<file path="src/rtl/pipeline_pkg.sv">
// Shared pipeline definitions: NOP bubble, per-stage payload widths and
// the occupancy classification used by pr_elastic_stage.
package pipeline_pkg;

  localparam logic [31:0] RV32I_NOP = 32'h0000_0013;

  localparam int unsigned PC_W       = 32;
  localparam int unsigned INSTR_W    = 32;
  localparam int unsigned DATA_W     = 32;
  localparam int unsigned ALU_SEL_W  = 5;
  localparam int unsigned REG_ADDR_W = 5;
  localparam int unsigned MEM_RD_W   = 4;
  localparam int unsigned MEM_WR_W   = 3;
  localparam int unsigned WB_SEL_W   = 2;
  localparam int unsigned BR_JMP_W   = 4;
  localparam int unsigned OP_SEL_W   = 2;

  localparam int unsigned IF_ID_W  = PC_W + INSTR_W;
  localparam int unsigned ID_EX_W  = PC_W + 3 * DATA_W + ALU_SEL_W + OP_SEL_W +
                                     REG_ADDR_W + MEM_RD_W + MEM_WR_W +
                                     WB_SEL_W + BR_JMP_W + 1;
  localparam int unsigned EX_MEM_W = PC_W + 2 * DATA_W + REG_ADDR_W +
                                     MEM_RD_W + MEM_WR_W + WB_SEL_W + 1;
  localparam int unsigned MEM_WB_W = PC_W + 2 * DATA_W + REG_ADDR_W +
                                     WB_SEL_W + 1;

  typedef enum logic [1:0] {
    OCC_EMPTY   = 2'd0,
    OCC_PARTIAL = 2'd1,
    OCC_FULL    = 2'd2
  } occ_e;

endpackage

</file>
<file path="src/rtl/ptr_wrap_inc.sv">
// Pointer increment wrapping at DEPTH-1 by explicit compare, so any
// (non-power-of-two) depth is supported.
module ptr_wrap_inc #(
  parameter int unsigned DEPTH = 2,
  parameter int unsigned PTR_W = 1
) (
  input  logic [PTR_W-1:0] i_ptr,
  output logic [PTR_W-1:0] o_next
);

  always_comb begin
    o_next = i_ptr + PTR_W'(1);
    if (i_ptr == PTR_W'(DEPTH - 1)) begin
      o_next = '0;
    end
  end

endmodule

</file>
<file path="src/rtl/pr_elastic_stage.sv">
// Elastic pipeline register: DEPTH-entry circular buffer with valid/ready
// on both sides, synchronous flush, hold-stall and a bubble payload when empty.
module pr_elastic_stage
  import pipeline_pkg::*;
#(
  parameter int unsigned      WIDTH  = 32,
  parameter int unsigned      DEPTH  = 2,
  parameter logic [WIDTH-1:0] BUBBLE = '0
) (
  input  logic                       CLK,
  input  logic                       RESET,
  input  logic                       FLUSH,
  input  logic                       HOLD,
  input  logic                       IN_VALID,
  output logic                       IN_READY,
  input  logic [WIDTH-1:0]           IN_DATA,
  output logic                       OUT_VALID,
  input  logic                       OUT_READY,
  output logic [WIDTH-1:0]           OUT_DATA,
  output logic [$clog2(DEPTH+1)-1:0] COUNT
);

  localparam int unsigned COUNT_W = $clog2(DEPTH + 1);
  localparam int unsigned PTR_W   = (DEPTH > 1) ? $clog2(DEPTH) : 1;

  logic [WIDTH-1:0]   r_mem [DEPTH];
  logic [PTR_W-1:0]   r_rd_ptr;
  logic [PTR_W-1:0]   r_wr_ptr;
  logic [COUNT_W-1:0] r_count;

  logic [PTR_W-1:0]   w_rd_next;
  logic [PTR_W-1:0]   w_wr_next;
  logic               w_push;
  logic               w_pop;
  occ_e               w_occ;

  ptr_wrap_inc #(.DEPTH(DEPTH), .PTR_W(PTR_W)) u_rd_inc (
    .i_ptr  (r_rd_ptr),
    .o_next (w_rd_next)
  );

  ptr_wrap_inc #(.DEPTH(DEPTH), .PTR_W(PTR_W)) u_wr_inc (
    .i_ptr  (r_wr_ptr),
    .o_next (w_wr_next)
  );

  always_comb begin
    w_occ = OCC_PARTIAL;
    if (r_count == '0) begin
      w_occ = OCC_EMPTY;
    end else if (r_count == COUNT_W'(DEPTH)) begin
      w_occ = OCC_FULL;
    end
  end

  // Readiness depends only on occupancy and HOLD, never on OUT_READY.
  assign IN_READY  = !HOLD && (w_occ != OCC_FULL);
  assign OUT_VALID = !HOLD && (w_occ != OCC_EMPTY);
  assign OUT_DATA  = (w_occ == OCC_EMPTY) ? BUBBLE : r_mem[r_rd_ptr];
  assign COUNT     = r_count;

  assign w_push = IN_VALID && IN_READY;
  assign w_pop  = OUT_VALID && OUT_READY;

  always_ff @(posedge CLK) begin
    if (RESET || FLUSH) begin
      r_count  <= '0;
      r_rd_ptr <= '0;
      r_wr_ptr <= '0;
    end else if (!HOLD) begin
      if (w_push) begin
        r_wr_ptr <= w_wr_next;
      end
      if (w_pop) begin
        r_rd_ptr <= w_rd_next;
      end
      if (w_push && !w_pop) begin
        r_count <= r_count + COUNT_W'(1);
      end else if (w_pop && !w_push) begin
        r_count <= r_count - COUNT_W'(1);
      end
    end
  end

  // Storage is not reset; only COUNT and pointers define validity.
  always_ff @(posedge CLK) begin
    if (!RESET && !FLUSH && w_push) begin
      r_mem[r_wr_ptr] <= IN_DATA;
    end
  end

endmodule
</file>
<file path="config.mk">
export PLATFORM = sky130hd
export DESIGN_NAME = pr_elastic_stage
export DESIGN_NICKNAME = d
export VERILOG_FILES = /design/src/rtl/pipeline_pkg.sv /design/src/rtl/ptr_wrap_inc.sv /design/src/rtl/pr_elastic_stage.sv
export SDC_FILE = /design/constraint.sdc
export NUM_CORES = 1
export LEC_CHECK = 0
export ABC_CLOCK_PERIOD_IN_PS = 3600
export CORE_ASPECT_RATIO = 0.7
export CORE_MARGIN = 1.5
export CORE_UTILIZATION = 60
export CTS_CLUSTER_DIAMETER = 40
export CTS_CLUSTER_SIZE = 40
export DETAILED_ROUTE_END_ITERATION = 7
export DONT_BUFFER_PORTS = 1
export PLACE_DENSITY_LB_ADDON = 0.12
export REMOVE_ABC_BUFFERS = 1
export SYNTH_ARGS = -nofsm -noshare
export SYNTH_HDL_FRONTEND = slang
export SYNTH_SLANG_ARGS = --single-unit
</file>
<file path="constraint.sdc">
create_clock -name CLK -period 3.6 [get_ports CLK]
set_input_delay 0.54 -clock CLK [delete_from_list [all_inputs] [get_ports CLK]]
set_output_delay 0.54 -clock CLK [all_outputs]
set_load 0.1 [all_outputs]
</file>
Yosys cells after proc, flatten, opt, wreduce, memory -nomap -nowiden
Memory sizes are Yosys's and may differ from the RTL's. A register that Yosys moved wholly into a read port is not among the register bits.
Cells that the tools add are included.

storage, ports and cells
  register bits = 4
  memory bits (writable) = 64
  output and inout port bits = 36
  logic and storage cells = 43
  memories kept = 1

operators by class
  add/sub/neg operators = 4
  eq/ne operators = 2
  muxes and demuxes = 11
  bitwise logic cells = 1
  reductions and logical operators = 21

memories
  name   words  bits a word  rd ports  clocked after Yosys merged registers in  wr ports  RTL line                text
  r_mem  2      32           1         1                                        1         pr_elastic_stage.sv:26  logic [WIDTH-1:0] r_mem [DEPTH];

operators with widths
  operator                                          number
  2-to-1 mux 32 bit                                 1
  logical AND 1 bit                                 8
  2-to-1 mux 2 bit                                  4
  2-to-1 mux 1 bit                                  6
  AND reduction 2 bit                               3
  logical NOT 1 bit                                 5
  logical NOT 2 bit                                 2
  nonzero test 2 bit                                2
  adder 1 bit, second input constant                2
  adder 2 x 1 -> 2 bit, second input constant       1
  == test 2 bit, second input constant              1
  inequality test 2 bit, second input constant      1
  subtractor 2 x 1 -> 2 bit, second input constant  1
  logical OR 1 bit                                  1
  NOT 1 bit                                         1

Longest topological paths before layout
Gate-level depths: netlist (run 1).

  word-level depth = 10
  depth in mapped cells = 6

Cells and area by module
A second synthesis (run 1) with hierarchy kept.

unflattened totals
  cell total of the unflattened synthesis = 165
  area total of the unflattened synthesis = 2,660.1 µm²

modules (own cells, without submodules)
  module            times used  cells an instance  area each (µm²)
  pr_elastic_stage  1           163                2,652.5
  ptr_wrap_inc      2           1                  3.8

Worst setup path before layout (run 1)
OpenSTA, ideal clock, no wires.

  path type = reg-to-reg
  start = register r_count[0], in the netlist COUNT[0]
  end = memory r_mem[0][0] (enable)
  setup time = 0.442 ns
  arrival time = 3.157 ns
  required time = 3.158 ns
  setup slack = 0.001 ns
  cell stages (with the launch flop) = 3
  buffers on the path = 0
  period minus slack after synthesis = 3.599 ns
  cells stage by stage = dfxtp_1 > nor2b_1 > nor4b_2

on the way
  cells in the longest elaborated chain, start to end = 9
  elaborated cells on any way between the ends = 10

RTL lines
  item                                        RTL line                text
  start: declaration                          pr_elastic_stage.sv:29  logic [COUNT_W-1:0] r_count;
  start signal: assignment                    pr_elastic_stage.sv:78  r_count <= r_count + COUNT_W'(1);
  start signal: assignment                    pr_elastic_stage.sv:80  r_count <= r_count - COUNT_W'(1);
  == test 2 bit                               pr_elastic_stage.sv:51  end else if (r_count == COUNT_W'(DEPTH)) begin
  2-to-1 mux 2 bit                            pr_elastic_stage.sv:51
  2-to-1 mux 2 bit (*)                        pr_elastic_stage.sv:49  if (r_count == '0) begin
  inequality test 2 bit (*)                   pr_elastic_stage.sv:57  assign IN_READY = !HOLD && (w_occ != OCC_FULL);
  logical AND 1 bit (*)                       pr_elastic_stage.sv:57
  logical AND 1 bit (*)                       pr_elastic_stage.sv:62  assign w_push = IN_VALID && IN_READY;
  logical AND 1 bit (*)                       pr_elastic_stage.sv:87  if (!RESET && !FLUSH && w_push) begin
  2-to-1 mux 1 bit (*)                        pr_elastic_stage.sv:87
  2-to-1 mux 1 bit (implied by the code) (*)  pr_elastic_stage.sv:88  r_mem[r_wr_ptr] <= IN_DATA;
  end: declaration                            pr_elastic_stage.sv:26

Mark *: on every way between the ends. The rest lies on a longest branch, timed or not.

Worst setup path after layout (run 1)
  start = register r_count[1], in the netlist COUNT[1]
  end = output OUT_DATA[4]

on the way
  cells in the longest elaborated chain, start to end = 5
  elaborated cells on any way between the ends = 6

RTL lines
  item                   RTL line                text
  == test 2 bit          pr_elastic_stage.sv:51
  2-to-1 mux 2 bit       pr_elastic_stage.sv:51
  2-to-1 mux 2 bit (*)   pr_elastic_stage.sv:49
  logical NOT 2 bit (*)  pr_elastic_stage.sv:59  assign OUT_DATA = (w_occ == OCC_EMPTY) ? BUBBLE : r_mem[r_rd_ptr];
  2-to-1 mux 32 bit (*)  pr_elastic_stage.sv:59
  end: declaration       pr_elastic_stage.sv:19  output logic [WIDTH-1:0] OUT_DATA,

Marks and branches as above.

==> results of run 1 <==
==> cells in the mapped netlist <==
library cell	n
edfxtp_1	64
mux2i_1	34
or4_1	1
clkbuf_1	3
dfxtp_1	5
xor2_1	1
o21ba_2	1
o31ai_1	1
xnor2_1	1
buf_2	4
or3_1	1
a21boi_1	1
nor3_1	1
nand2b_1	1
nand2_1	3
nor2b_1	1
nor2_1	37
ha_1	1
and3_1	1
nor4b_2	1
o21bai_1	1
==> kinds of logic after synthesis <==
| kind of cell | share of synthesized area |
|---|---|
| buf+inv | 0.0118 |
| xor+xnor | 0.00659 |
| fa+ha+maj | 0.00471 |
| flops | 0.760 |
| compound gates | 0.0122 |
| mux | 0.128 |
| simple gates | 0.0762 |
==> power groups by stage <==
stage	clock, uW	sequential, uW	combinational, uW
global placement	0	906	131
CTS	600	889	132
floorplan	0	910	97.1
global route	632	889	137
finish	585	889	132
detailed placement	0	906	132
==> final cells by class <==
cell class              instances  area (um^2)  area share
repair buffers                 38          285      0.0872
clock inverters                 7         66.3      0.0203
well taps                      55         68.8      0.0210
clock buffers                   9          124      0.0379
flip-flops and latches         69         2020       0.618
multi-input cells              88          704       0.215
==> final timing paths <==
check                 to  cells past startpoint
max reg2reg     COUNT[1]                      6
max          OUT_DATA[4]                      4
min             COUNT[0]                      1
min reg2reg     register                      2
==> state kept, by name (all words and copies together), names as in the netlist, named ones only <==
name and count:
COUNT 2, r_mem 64, r_rd_ptr 1, r_wr_ptr 1
==> critical path, delay by kind of cell, from the launching register on <==
kind                   cells  cell delay, ns
AND/OR/NAND/NOR            2            0.99
buffers and inverters      2            0.52
flip-flops                 1            0.30
==> routing by layer <==
layer | wire length (um) | vias up
li1 | - | 687
met1 | 1510 | 689
met2 | 2270 | 53
met3 | 423 | 6
met4 | 34 | 0
met5 | 0 | -
==> metrics by stage <==
step                      total power (uW)  cell area, um^2   util  setup slack [ns]
after CTS                             1620             3270  0.760             0.886
after global routing                  1660             3270  0.760             0.799
after detailed placement              1040             3080  0.716              1.26
after global placement                1040             3080  0.716              1.32
final                                 1610             3270  0.760             0.918
after floorplan                       1010             2630      -          0.000980
==> results.md, run 1 <==
* Status: finished clean
* Critical path peak fanout at 32
* Cell taking the most area after synthesis: edfxtp_1
* Initial antenna violation count at 0
* Startpoint Class: register
* Syn. warnings at 0
* DR iter-0 viols at between 40 and 50
* Mapped Area at between 2000 and 3000 um^2
* Seq pwr share at 0.554
* Crit path launch: COUNT[1]
* Slowest cell on the critical path: nor2_4
* Layout Cells excl Fill at 266
* Clk pin slew, worst setup/hold paths at about 0.07 ns
* Global-route wire length before repair at roughly 6.6 mm
* Worst slew pin tran at 1.09 ns
* R2R Setup Slk at ~1.4 ns
* Pleak at 0.00109 uW
* Pwr/cell area at around 500 nW/um^2
* Die Height at between 50 and 60 um
* Detailed Route WL at ~4.2 mm
* Combinational cell fraction of total power at 0.082
* Worst reg2reg startpoint: COUNT[1]
* Layout cells sized above 1 at 0.427
* CTS buffer count at 9
* Die width at roughly 83 um
* Met1 usage at 0.202
* Routed wire per std cell at around 16 um
* WHS at 0.273 ns
* Commonest non-fill, non-tap cell in the layout: edfxtp_1
* Clock Tree Root: clkbuf_8
* Die ar. at roughly 4800 um^2
* Met3 Track Usage GR at 0.110
* DRC at 0
* CP most frequent cell: buf_4
* Synth top area cells: edfxtp_1 (72%), mux2i_1 (13%), nor2_1 (5.2%)
* Placed insts at 250
* GR peak layer: met2
* Min Tclk post-route at about 2.7 ns
* Max transition margin at 0.269
* Post-route setup TNS at 0 ns
* Most frequent cells in the layout: edfxtp_1 (64), buf_4 (38), mux2i_1 (34)
* Number of synthesized register bits at a little under 70
* TritonCTS Sinks at 69
* Via count at 1435
* Number of cell rows at 20
* RSZ-0062 raised after global routing: no
* Core footprint at between 4000 and 5000 um^2
* Clock skew at 0.00503 ns
* Fin. max-slew vios at 0
* Sw Pwr at roughly 380 uW
* First-pass DRT Iterations at 4
* Slowest Stage Delay on Critical Path at just under 0.9 ns
* Period utilisation layout at 0.745
* Nets at 245
* Htree depth at 3
* Vias/cell at between 5 and 6
* Netlist cell types at 21
* PostCTS Resize Cnt at 0
* Arr. time, crit path at 2.14 ns
* M2 GR Usage at 0.340
* Post-CTS setup buffers at 0
* Gpl congestion at between 0.7 and 0.8
* Clock share of power at 0.364
* Clock Path Buffers at 2
* Setup violations, final at 0
* Dpl hpwl at between 2 and 3 mm
* Synth top area share at 0.723
* Hold Path Class: in -> reg
* Internal at 1230 uW
* Largest net degree at the start of global routing at 34
* Hold_sp: RESET
* Syn Area/Cell at around 16 um^2
* Critical Path RT at approximately 3 ns
* Fillcell total at between 200 and 300
* Area growth syn-to-layout at 23.1%
* CP Capture Type: output port
* CTS tree: done
* Ant diodes at 0
* Starting Density at 0.618
* Switching Fraction at 0.236
* GRT overflow at 0
* Max cap viols at 0
* Fmax at around 370 MHz
* Setup CP Type: reg -> out
* Vias in the first global route at roughly 1500
* Crit path cell chain: buf_4, nor2_4, nor2_2, buf_4
* CTS Hold Buffers Added at 0
* Port-buffer cells at 0
* Worst-Skew Late Latency at about 0.33 ns
* Seq/Total Area, Yosys at 0.760
* Endpoints failing hold at 0
* VDD IR max at between 0.4 and 0.5 mV
* Post-route antenna net violation count at 0
* Total GRT Usage at 0.197
* I/O pins at 74
* Cell count after synthesis at 164
(Power assumes the default switching activity.)
==> run 2, diff against run 1 <==
--- a/config.mk
+++ b/config.mk
@@ -5,10 +5,10 @@
 export SDC_FILE = /design/constraint.sdc
 export NUM_CORES = 1
 export LEC_CHECK = 0
-export ABC_CLOCK_PERIOD_IN_PS = 3600
+export ABC_CLOCK_PERIOD_IN_PS = 2400
 export CORE_ASPECT_RATIO = 0.7
 export CORE_MARGIN = 1.5
-export CORE_UTILIZATION = 60
+export CORE_UTILIZATION = 55
 export CTS_CLUSTER_DIAMETER = 40
 export CTS_CLUSTER_SIZE = 40
 export DETAILED_ROUTE_END_ITERATION = 7
==> constraint.sdc (replaced) <==
create_clock -name CLK -period 2.4 [get_ports CLK]
set_input_delay 0.36 -clock CLK [delete_from_list [all_inputs] [get_ports CLK]]
set_output_delay 0.36 -clock CLK [all_outputs]
set_load 0.1 [all_outputs]
==> run 2 against run 1 <==
Combinational power increased by 88%. Die area increased by 8.7%. Global-route usage increased by 0.61 points. Final area increased by 13%. Wire length increased by 18%. Highest routed layer unchanged. Sequential power increased by 51%. Flip-flop and latch count unchanged. Clock power increased by 24%. Non-clock buffer count increased by 2. Total power increased by 44%. Worst setup slack got worse by 0.78 ns. Register-to-register slack got worse by 1.2 ns.
==> results.md, run 2 (synthesis results as in run 1) <==
* CTS buffer count at 9 (unchanged)
* Post-route antenna net violation count at 0 (unchanged)
* Sequential Area at 2020 um^2 (unchanged)
* Seq pwr share at 0.578 (+0.024)
* Max reg flops at 64 (unchanged)
* Max transition margin at 0.564 (+0.295)
* Critical Path RT at 2.65 ns (-0.41 ns)
* Port-buffer cells at 0 (unchanged)
* Worst slew pin tran at 0.653 ns (-0.442 ns)
* Period utilisation layout at 0.941
* Area post-placement at 3530 um^2 (+15%)
* Core footprint at 4480 um^2 (+4.1%)
* Dpl hpwl at 3.34 mm (+17%)
* Most frequent cells in the layout: edfxtp_1 (64), buf_12 (35), mux2i_1 (34)
* R2R Setup Slk at 0.14 ns (-1.22 ns)
* Clock Path Buffers at 2 (unchanged)
* DRC at 0 (unchanged)
* Layout Cells excl Fill at 268 (+0.75%)
* Global-route wire length before repair at 7.52 mm (+15%)
* Fmax at about 440 MHz
* Detailed Route WL at 5.02 mm (+18%)
* Routed wire per std cell at 18.7 um (+17%)
* Pleak at 0.00119 uW (+9.3%)
* Die width at 86.1 um (+4.3%)
* Largest net degree at the start of global routing at 33 (-2.9%)
* Via count at 1475 (+2.8%)
* Post-route setup TNS at 0 ns (unchanged)
* Post-CTS setup buffers at 0 (unchanged)
* GRT overflow at 0 (unchanged)
* VDD IR max at 0.481 mV (+18%)
* Vias/cell at 5.50 (+2.0%)
* Largest Register: r_mem
* RSZ-0062 raised after global routing: no
* Status: finished clean
* Layout cells sized above 1 at 0.413 (-0.0134)
* Pwr/cell area at 625 nW/um^2 (+27%)
* TritonCTS Sinks at 69 (unchanged)
* Vias in the first global route at 1513 (+1.9%)
* Setup CP Type: reg -> reg
* CTS tree: done
* Tot Pwr at 2310 uW (+44%)
* I/O pins at 74 (unchanged)
* Critical path peak fanout at 4 (-88%)
* Max cap viols at 0 (unchanged)
* Hold Path Depth at 1 (unchanged)
* Clk pin slew, worst setup/hold paths at 0.06 ns (about the same)
* Nets at 248 (+1.2%)
* Internal at 1760 uW (+44%)
* Placed insts at 252 (+0.80%)
* Reg2reg end: COUNT[1]
* Hold Path Class: in -> reg
* Clock share of power at 0.314 (-0.050)
* Sw Pwr at 546 uW (+44%)
* Arr. time, crit path at 2.51 ns (+0.37 ns)
* Total GRT Usage at 0.203 (+0.00608)
* Worst-Skew Late Latency at 0.33 ns (about the same)
* Min Tclk post-route at ~2.3 ns
* Area growth syn-to-layout at 38.9%
* Ant diodes at 0 (unchanged)
* Critical Path End: COUNT[1]
* Commonest non-fill, non-tap cell in the layout: edfxtp_1
* Die ar. at 5270 um^2 (+8.7%)
* Worst reg2reg startpoint: COUNT[1]
* R2r worst-path depth at 6 (unchanged)
* Switching Fraction at 0.236 (about the same)
* Fillcell total at 208 (-22%)
* Clock skew at 0.00583 ns (+0.000799 ns)
* Number of cell rows at 20 (unchanged)
* Setup violations, final at 0 (unchanged)
* CP Capture Type: register
* Startpoint Class: register
* Starting Density at 0.594 (-0.0242)
* Clock Tree Root: clkbuf_8
* DR iter-0 viols at 77 (+64%)
* Endpoints failing hold at 0 (unchanged)
* WHS at 0.111 ns (-0.163 ns)
* Gpl congestion at 0.857 (+14%)
* Fin. max-slew vios at 0 (unchanged)
* Multi-input logic area at 716 um^2 (+1.6%)
* Initial antenna violation count at 0 (unchanged)
* Htree depth at 3 (unchanged)
* First-pass DRT Iterations at 4 (unchanged)
* Cell area after layout at 3690 um^2 (+13%)
* Die Height at 61.2 um (+4.2%)
* Crit path launch: COUNT[1]
* Combinational cell fraction of total power at 0.107 (+0.025)
-- run 2: per-layer routing --
metal / GRT usage / part of all wire / vias up
met4: 0.0691 / 0.013 / 0
met3: 0.115 / 0.10 / 7
li1: - / - / 692
met5: 0 / 0 / -
met2: 0.349 / 0.53 / 55
met1: 0.220 / 0.36 / 721
-- run 2: critical path, cell delays in order (launching register included) --
cell and delay, ns:
dfxtp_1 0.49, buf_4 0.38, o21ba_2 0.21, nand2_1 0.12, ha_1 0.34, or4_1 0.47, a21boi_1 0.17
-- run 2: power by group through the flow --
stage | clock network (uW) | logic [uW] | registers (uW)
finish | 726 | 248 | 1340
global route | 790 | 256 | 1340
CTS | 748 | 247 | 1330
detailed placement | 0 | 246 | 1360
global placement | 0 | 242 | 1360
floorplan | 0 | 146 | 1370
-- run 2: cell type report --
class / instances / area share
timing repair buffer: 40 / 0.200
multi-input combinational: 89 / 0.194
tap: 55 / 0.0186
sequential: 69 / 0.548
clock inverter: 4 / 0.00440
clock buffer: 11 / 0.0356
-- run 2: stage by stage --
| stage | util | setup slack (ns) |
|---|---|---|
| 2_1_floorplan | - | -1.20 |
| 3_3_place_gp | 0.789 | 0.426 |
| 3_5_place_dp | 0.789 | 0.309 |
| 4_1_cts | 0.822 | 0.00390 |
| 5_1_grt | 0.825 | 0.0602 |
| 6_report | 0.825 | 0.141 |
-- run 2: how the worst min path moves through the flow --
stage | startpoint | end | slack (ns)
after floorplan | RESET | COUNT[0] | 0.44
after global placement | RESET | COUNT[0] | 0.44
after detailed placement | RESET | COUNT[0] | 0.44
after CTS | RESET | COUNT[0] | 0.1
after global routing | RESET | COUNT[0] | 0.09
final | RESET | COUNT[0] | 0.11
-- run 2: timing repair --
item | 4_1_cts | 5_1_grt
hold buffers | 0 | 0
resized for setup | 0 | 1
setup endpoints to repair | 0 | 32
==> run 3, diff against run 2 <==
--- a/config.mk
+++ b/config.mk
@@ -15,6 +15,7 @@
 export DONT_BUFFER_PORTS = 1
 export PLACE_DENSITY_LB_ADDON = 0.12
 export REMOVE_ABC_BUFFERS = 1
+export SLEW_MARGIN = 25
 export SYNTH_ARGS = -nofsm -noshare
 export SYNTH_HDL_FRONTEND = slang
 export SYNTH_SLANG_ARGS = --single-unit
==> run 3 against run 2 <==
Hold slack got worse by 0.00076 ns. Via count decreased by 0.41%. Total power decreased by 0.30%. Largest power group unchanged.
==> results.md, run 3 (synthesis results as in run 1) <==
* Status: finished clean
* Largest net degree at the start of global routing at 25 (-24%)
* Pleak at 0.00120 uW (+0.84%)
* First-pass DRT Iterations at 2 (-2)
* Post-CTS setup buffers at 0 (unchanged)
* Multi-input logic area at 704 um^2 (-1.6%)
* Reg2reg end: COUNT[1]
* Crit path depth at 6 (unchanged)
* Placed insts at 253 (+0.40%)
* Slowest Stage Delay on Critical Path at 0.47 ns (-0.02 ns)
* R2r worst-path depth at 6 (unchanged)
* Layout cells sized above 1 at 0.413 (unchanged)
* Max cap viols at 0 (unchanged)
* Critical Path End: COUNT[1]
* Fin. max-slew vios at 0 (unchanged)
* Cell area after layout at 3710 um^2 (+0.44%)
* Hold Path Depth at 1 (unchanged)
* Max transition margin at 0.568 (+0.00451)
* Clock skew at 0.00811 ns (+0.00228 ns)
* GRT overflow at 0 (unchanged)
* Most frequent cells in the layout: edfxtp_1 (64), buf_12 (35), mux2i_1 (34)
* Hold Path Class: in -> reg
* Core footprint at 4480 um^2 (unchanged)
* Sequential Area at 2020 um^2 (unchanged)
* CTS Hold Buffers Added at 0 (unchanged)
* Critical path peak fanout at 4 (unchanged)
* Htree depth at 3 (unchanged)
* Sw Pwr at 535 uW (-2.0%)
* Clock share of power at 0.311 (-0.003)
* Ant diodes at 0 (unchanged)
* DR iter-0 viols at 73 (-5.2%)
* Post-route antenna net violation count at 0 (unchanged)
* Setup violations, final at 0 (unchanged)
* Period utilisation layout at 0.902 (-0.0389)
* Starting Density at 0.594 (unchanged)
* Total GRT Usage at 0.202 (-0.00123)
* Delay-heaviest family, CP: simple AND/OR/NAND/NOR gates
* Startpoint Class: register
* Routed wire per std cell at 18.1 um (-3.3%)
* RSZ-0062 raised after global routing: no
* Worst-Skew Late Latency at 0.33 ns (about the same)
* Setup CP Type: reg -> reg
* Die Height at 61.2 um (unchanged)
* Fmax at 462 MHz (+4.3%)
* TritonCTS Sinks at 69 (unchanged)
* Largest Register: r_mem
* Endpoints failing hold at 0 (unchanged)
* Combinational cell fraction of total power at 0.109 (+0.002)
* CTS tree: done
* Via count at 1469 (-0.41%)
* Vias/cell at 5.48 (-0.41%)
* Die ar. at 5270 um^2 (unchanged)
* Pwr/cell area at 621 nW/um^2 (-0.74%)
* CP Capture Type: register
* Initial antenna violation count at 0 (unchanged)
* Commonest non-fill, non-tap cell in the layout: edfxtp_1
* Tot Pwr at 2300 uW (-0.30%)
* Number of cell rows at 20 (unchanged)
* DRC at 0 (unchanged)
* Port-buffer cells at 0 (unchanged)
* Fillcell total at 209 (+0.48%)
* Internal at 1770 uW (+0.21%)
* Detailed Route WL at 4.85 mm (-3.3%)
* CTS buffer count at 9 (unchanged)
* Area post-placement at 3560 um^2 (+0.78%)
* Slowest cell on the critical path: or4_1
* Area growth syn-to-layout at 39.5%
* Gpl congestion at 0.857 (unchanged)
* Worst reg2reg startpoint: COUNT[1]
* I/O pins at 74 (unchanged)
* Crit path cell chain: buf_4, o21ba_2, nand2_1, ha_1, or4_1, a21boi_1
* R2R Setup Slk at 0.23 ns (+0.09 ns)
* Arr. time, crit path at 2.41 ns (-0.10 ns)
* Max reg flops at 64 (unchanged)
* VDD IR max at 0.556 mV (+16%)
* Vias in the first global route at 1505 (-0.53%)
* Nets at 248 (unchanged)
* Worst slew pin tran at 0.646 ns (-0.00675 ns)
* Clk pin slew, worst setup/hold paths at 0.07 ns (about the same)
* Layout Cells excl Fill at 268 (unchanged)
* Die width at 86.1 um (unchanged)
* Clock Path Buffers at 2 (unchanged)
* Seq pwr share at 0.580 (+0.002)
* Min Tclk post-route at 2.17 ns (-0.0933 ns)
* Critical Path RT at 2.65 ns (about the same)
* Crit path launch: COUNT[1]
* PostCTS Resize Cnt at 0 (unchanged)
* Global-route wire length before repair at 7.47 mm (-0.74%)
* Dpl hpwl at 3.45 mm (+3.3%)
* Clock Tree Root: clkbuf_8
* Switching Fraction at 0.232 (-0.00393)
* CP bufs+invs at 1 (unchanged)
[run 3: changes by cell type in the layout (fill, tap and decap cells not counted)]
cell,change
buf_16,+1
nor2_4,-1
[run 3: area by class of cell]
type                    instances  area share
multi-input cells              88       0.190
well taps                      55      0.0185
repair buffers                 41       0.206
clock inverters                 4     0.00438
flip-flops and latches         69       0.545
clock buffers                  11      0.0354
[run 3: worst register-to-register path: stages (launching register included)]
cell,delay [ns]
dfxtp_1,0.43
buf_4,0.35
o21ba_2,0.21
nand2_1,0.12
ha_1,0.34
or4_1,0.47
a21boi_1,0.17
[run 3: worst min-delay path by stage]
stage / from / to / slack (ns)
final: RESET / COUNT[0] / 0.11
after global routing: RESET / COUNT[0] / 0.09
after CTS: RESET / COUNT[0] / 0.1
after detailed placement: RESET / COUNT[0] / 0.45
after global placement: RESET / COUNT[0] / 0.44
after floorplan: RESET / COUNT[0] / 0.44
[run 3: per-layer routing]
metal / global-route usage / vias to the layer above / wire, um
met4: 0.0599 / 0 / 33
met1: 0.213 / 720 / 1720
met3: 0.115 / 4 / 488
met2: 0.357 / 51 / 2610
li1: - / 694 / -
met5: 0 / - / 0
[run 3: power groups by stage]
stage / registers [uW] / clock network (uW) / logic, uW
2_1_floorplan: 1370 / 0 / 146
3_3_place_gp: 1360 / 0 / 242
3_5_place_dp: 1360 / 0 / 251
4_1_cts: 1330 / 739 / 252
5_1_grt: 1330 / 780 / 258
6_report: 1330 / 717 / 251
[run 3: per-stage QoR]
stage / utilization / TNS [ns] / worst slack [ns] / hold WS, ns
floorplan: - / -81.70 / -1.20 / 0.437
global placement: 0.789 / 0 / 0.426 / 0.439
detailed placement: 0.795 / 0 / 0.276 / 0.452
CTS: 0.828 / 0 / 0.236 / 0.0966
global route: 0.828 / 0 / 0.137 / 0.0900
finish: 0.828 / 0 / 0.234 / 0.110
